`config.mk`:
```
export PLATFORM = sky130hd
export DESIGN_NAME = dla_rand_arbiter
export DESIGN_NICKNAME = d
export VERILOG_FILES = /design/src/rtl/dla_rand_arbiter.sv
export SDC_FILE = /design/constraint.sdc
export NUM_CORES = 1
export LEC_CHECK = 0
export ABC_AREA = 1
export BUFFER_PORTS_ARGS = -buffer_cell sky130_fd_sc_hd__buf_2
export CORE_ASPECT_RATIO = 0.9
export CORE_MARGIN = 2
export CORE_UTILIZATION = 52
export CTS_CLUSTER_DIAMETER = 100
export DETAILED_ROUTE_END_ITERATION = 6
export PLACE_DENSITY = 0.8
export SETUP_SLACK_MARGIN = 0.5
export SLEW_MARGIN = 20
export SYNTH_ARGS = -nofsm -noshare
export SYNTH_HDL_FRONTEND = slang
export SYNTH_SLANG_ARGS = --single-unit
```
`constraint.sdc`:
```
create_clock -name clk -period 2 [get_ports clk]
set_input_delay 0.2 -clock clk [delete_from_list [all_inputs] [get_ports clk]]
set_output_delay 0.2 -clock clk [all_outputs]
set_load 0.05 [all_outputs]
```
`src/rtl/dla_rand_arbiter.sv`:
```
// dla_rand_arbiter: round-robin front end for a single shared LFSR.
// Serves bounded random numbers by rejection sampling the LFSR low bits.
// Falls back to 0 after MAX_TRIES rejected attempts.
module dla_rand_arbiter #(
   parameter int NREQ      = 4,
   parameter int WIDTH     = 16,
   parameter int OUT_W     = 10,
   parameter int SHIFTS    = 4,
   parameter int MAX_TRIES = 8
) (
   input  logic                  clk,
   input  logic                  rst,
   input  logic [NREQ-1:0]       req,
   input  logic [NREQ*OUT_W-1:0] req_limit,
   output logic                  lfsr_shift,
   input  logic [WIDTH-1:0]      lfsr_value,
   output logic [NREQ-1:0]       gnt,
   output logic [NREQ-1:0]       rvalid,
   output logic [OUT_W-1:0]      rdata,
   output logic                  fallback
);

   localparam int IDX_W = (NREQ > 1) ? $clog2(NREQ) : 1;
   localparam int CNT_W = $clog2(SHIFTS + 1);
   localparam int TRY_W = $clog2(MAX_TRIES + 1);

   typedef enum logic [1:0] {IDLE, MIX, CHECK, RESP} state_t;

   state_t             state;
   logic [IDX_W-1:0]   rr_ptr;
   logic [IDX_W-1:0]   win;
   logic [OUT_W-1:0]   lim_q;
   logic [CNT_W-1:0]   mix_cnt;
   logic [TRY_W-1:0]   tries;

   logic [OUT_W-1:0]   lim_arr [NREQ];
   logic [OUT_W-1:0]   sample;
   logic               accept;
   logic               pick_found;
   logic [IDX_W-1:0]   pick_idx;
   logic [IDX_W-1:0]   cand;

   // Split the flat limit bus into one entry per requester.
   for (genvar i = 0; i < NREQ; i++) begin : g_lim
      assign lim_arr[i] = req_limit[i*OUT_W +: OUT_W];
   end

   // Only the low OUT_W bits of the LFSR state feed the sampler.
   if (WIDTH > OUT_W) begin : g_hi
      logic unused_hi;
      assign unused_hi = ^lfsr_value[WIDTH-1:OUT_W];
   end

   assign sample = lfsr_value[OUT_W-1:0];
   // A zero limit stands for the full 2^OUT_W range, so it never rejects.
   assign accept = (lim_q == '0) || (sample < lim_q);

   // Round-robin pick: first set request at or after rr_ptr, wrapping.
   always_comb begin
      pick_found = 1'b0;
      pick_idx   = '0;
      cand       = '0;
      for (int k = 0; k < NREQ; k++) begin
         cand = IDX_W'((int'(rr_ptr) + k) % NREQ);
         if (!pick_found && req[cand]) begin
            pick_found = 1'b1;
            pick_idx   = cand;
         end
      end
   end

   // Transaction FSM; all outputs are registered alongside the state.
   always_ff @(posedge clk) begin
      if (rst) begin
         state      <= IDLE;
         rr_ptr     <= '0;
         win        <= '0;
         lim_q      <= '0;
         mix_cnt    <= '0;
         tries      <= '0;
         gnt        <= '0;
         rvalid     <= '0;
         rdata      <= '0;
         fallback   <= 1'b0;
         lfsr_shift <= 1'b0;
      end else begin
         case (state)
            IDLE: begin
               if (pick_found) begin
                  gnt        <= NREQ'(1) << pick_idx;
                  win        <= pick_idx;
                  lim_q      <= lim_arr[pick_idx];
                  mix_cnt    <= '0;
                  lfsr_shift <= 1'b1;
                  state      <= MIX;
               end
            end
            MIX: begin
               if (mix_cnt == CNT_W'(SHIFTS - 1)) begin
                  mix_cnt    <= '0;
                  lfsr_shift <= 1'b0;
                  state      <= CHECK;
               end else begin
                  mix_cnt <= mix_cnt + CNT_W'(1);
               end
            end
            CHECK: begin
               if (accept) begin
                  rdata  <= sample;
                  rvalid <= gnt;
                  state  <= RESP;
               end else if (tries == TRY_W'(MAX_TRIES - 1)) begin
                  rdata    <= '0;
                  fallback <= 1'b1;
                  rvalid   <= gnt;
                  state    <= RESP;
               end else begin
                  tries      <= tries + TRY_W'(1);
                  mix_cnt    <= '0;
                  lfsr_shift <= 1'b1;
                  state      <= MIX;
               end
            end
            RESP: begin
               rvalid   <= '0;
               fallback <= 1'b0;
               gnt      <= '0;
               tries    <= '0;
               rr_ptr   <= (win == IDX_W'(NREQ - 1)) ? '0 : win + IDX_W'(1);
               state    <= IDLE;
            end
            default: state <= IDLE;
         endcase
      end
   end

endmodule
```
==> impl_metrics.tcl <==
set metrics [dict create \
    avgSynthCellArea_sq_um 6.72 \
    fin_area_sq_um 3960 \
    p_leak_nw 1.99 \
    synth_top_area_share_pct 30.4 \
    worstSetupEndpointType "flop" \
    mostFrequentLayoutCell "buf_2" \
    grt_pass1_vias 2801 \
    intPower_w 0.00170 \
    wl_per_cell_microns 13.0 \
    num_vias 3059 \
    switching_share_pct 39.5 \
    p_switching_w 0.00111 \
    max_cap_viol_count 0 \
    cts_root_buf "clkbuf_8" \
    ir_worst_vdd_mv 0.475 \
    grt_pass1_wl_microns 12100 \
    ios 82 \
    synthDistinctLibCells 31 \
    rows 25 \
    place_congestion 0.843 \
    cts.sinks 43 \
    syn_area_sq_um 2830 \
    drc 0 \
    vias_per_cell 5.21 \
    rsz0062_at_grt "yes" \
    htreeDepth 2 \
    fp.dieH_microns 74.0 \
    drt_iter0_drc 170 \
    antenna_left 0 \
    fillCellCount 384 \
    synthTopCellsByArea "dfxtp_1, nand2_1, nand3_1" \
    fin_skew_ns 0.00546 \
    grt_overflow 0 \
    placed_cells 552 \
    fin_nets 593 \
    path_cells "buf_8 -> nand2_2 -> nand3_2 -> nand2_2 -> nor2_4 -> nand4_1 -> nand2_4 -> clkinvlp_4 -> nand3_2 -> nand3_1 -> nand2_1 -> inv_1" \
    clk_latency_ns 0.30 \
    worstMarginPinSlew_ns 0.473 \
    final_core_util_pct 75.3 \
    worstSetupPathType "reg -> reg" \
    period_share_pct 95.9 \
    clk_pin_slew_ns 0.09 \
    hpwl_microns 4790 \
    finalCriticalPeriod_ns 1.92 \
    slew_headroom_pct 68.3 \
    drv_slew 0 \
    synth_area_leader_cell "dfxtp_1" \
    synth_nets 495 \
    grt_usage_pct 25.4 \
    cts_made_buffers 5 \
    hold_violations 0 \
    wl_microns 7620 \
    slowest_delay_ns 0.37 \
    finalPower_w 0.00281 \
    crit_arrival_ns 2.12 \
    hold_class "in -> reg" \
    start_util_pct 53.8 \
    syn_to_final_growth_pct 39.8 \
    place_area_sq_um 3310 \
    p_per_area_nw_per_um2 711 \
    cts_tree "built" \
    diodes 0 \
    netlist_instances 421 \
    final_cell_mix "buf_2, nand2_1, inv_1, nand3_1, dfxtp_1" \
    crit_fanout 9 \
    combPwrFrac_pct 44.9 \
    yosysWarnings 0 \
    clkPwrFrac_pct 19.8 \
    die-width_microns 81.8 \
    finalSetupViolations 0 \
    finalSetupTns_ns 0 \
    fmax_mhz 521 \
    portBuffers 75 \
    worst-endpoint-required_ns 2.20 \
    drive_above_1_share_pct 43.5 \
    critical-path-slowest-cell "dfxtp_2" \
    die_area_sq_um 6050 \
    worstSetupStartpointType "flop" \
    postCtsHoldBufs 0 \
    seqPwrFrac_pct 35.3 \
    antenna_found_initial 0 \
    ys_seq_elements 43 \
    first_pass_iters 4 \
    final_cells 587 \
    design.core.area_sq_um 5260 \
    synth-seq-area-share_pct 30.4 \
    run_status "completed" \
    cts.path.max_buffers 2 \
    grt_max_degree 23 \
]
## per-layer routing
layer / global-route usage, % / part of all wire [%]
met5: 0 / 0
met4: 8.15 / 1.8
met3: 4.49 / 5.2
met2: 42.6 / 50
met1: 33.2 / 43
## final timing paths
| check | from | to | slack (ns) | depth (start not counted) |
|---|---|---|---|---|
| worst max-delay path | rr_ptr[0]$_SDFFE_PP0P_ | lim_q[9]$_SDFFE_PP0P_ | 0.08 | 12 |
| worst min-delay path | lfsr_value[0] | rdata[0]$_SDFFE_PP0P_ | 0.18 | 3 |
| worst max register to register | rr_ptr[0]$_SDFFE_PP0P_ | lim_q[9]$_SDFFE_PP0P_ | 0.08 | 12 |
| worst min register to register | rvalid[2]$_SDFFE_PP0P_ | rvalid[2]$_SDFFE_PP0P_ | 0.45 | 2 |
## critical path: cells and delay by family (launching register included)
family / cells / cell delay, ns
buffers and inverters: 3 / 0.39
and+or+nand+nor: 9 / 1.06
DFF: 1 / 0.37
## Yosys cell counts (all sizes together)
master and n:
nand2 102, inv 76, nand3 60, dfxtp 43, a21oi 35, nor2 35
buf 14, ha 12, nand3b 11, a22oi 10, o21ai 10, nand4 4
clkbuf 3, a31oi 1, o211ai 1, o21a 1, or2 1, xnor2 1
xor2 1
## sequential cells by signal (all words and copies together), names as in the netlist, 2 cells and up
register / cells
lim_q: 10
rdata: 10
gnt: 4
rvalid: 4
tries: 4
mix_cnt: 3
rr_ptr: 2
state: 2
win: 2
## through the flow
step,setup WS (ns),hold WS (ns)
final,0.0824,0.178
after global routing,-0.0728,0.199
after CTS,0.149,0.172
after detailed placement,0.0876,0.449
after global placement,0.151,0.443
after floorplan,0.395,0.355
## final cells by class
class                      count  area (sq um)  area share (%)
clock inverter                 3          20.0           0.506
timing repair buffer         105           692            17.5
inverter                      76           314            7.94
sequential                    43           875            22.1
clock buffer                   5          68.8            1.74
multi-input combinational    286          1880            47.6
timing repair inverter         2          18.8           0.475
tap                           67          83.8            2.12
## power groups by stage
| stage | registers, W | logic [W] | clock network (W) |
|---|---|---|---|
| after floorplan | 0.00106 | 0.000703 | 0 |
| after global placement | 0.000993 | 0.000890 | 0 |
| after detailed placement | 0.000996 | 0.000911 | 0 |
| after CTS | 0.000988 | 0.00115 | 0.000568 |
| after global routing | 0.00100 | 0.00139 | 0.000595 |
| final | 0.000992 | 0.00126 | 0.000556 |
## kinds of logic after synthesis
kind of cell | after synthesis | share of synthesized area (%)
buffers and inverters | 93 | 15.8
and+or+nand+nor | 213 | 35.8
AOI/OAI and AO/OA | 58 | 12.0
adders and majority gates | 12 | 5.31
xor gates and xnor gates | 2 | 0.619
DFF | 43 | 30.4
## what timing repair did
item / CTS / global route
gates cloned: 4 / 0
gates resized for setup: 74 / 22
setup buffers: 16 / 7
pin swaps: 16 / 19
endpoints found under the setup margin: 40 / 41
Note: power is estimated with default switching activity, not from simulation.
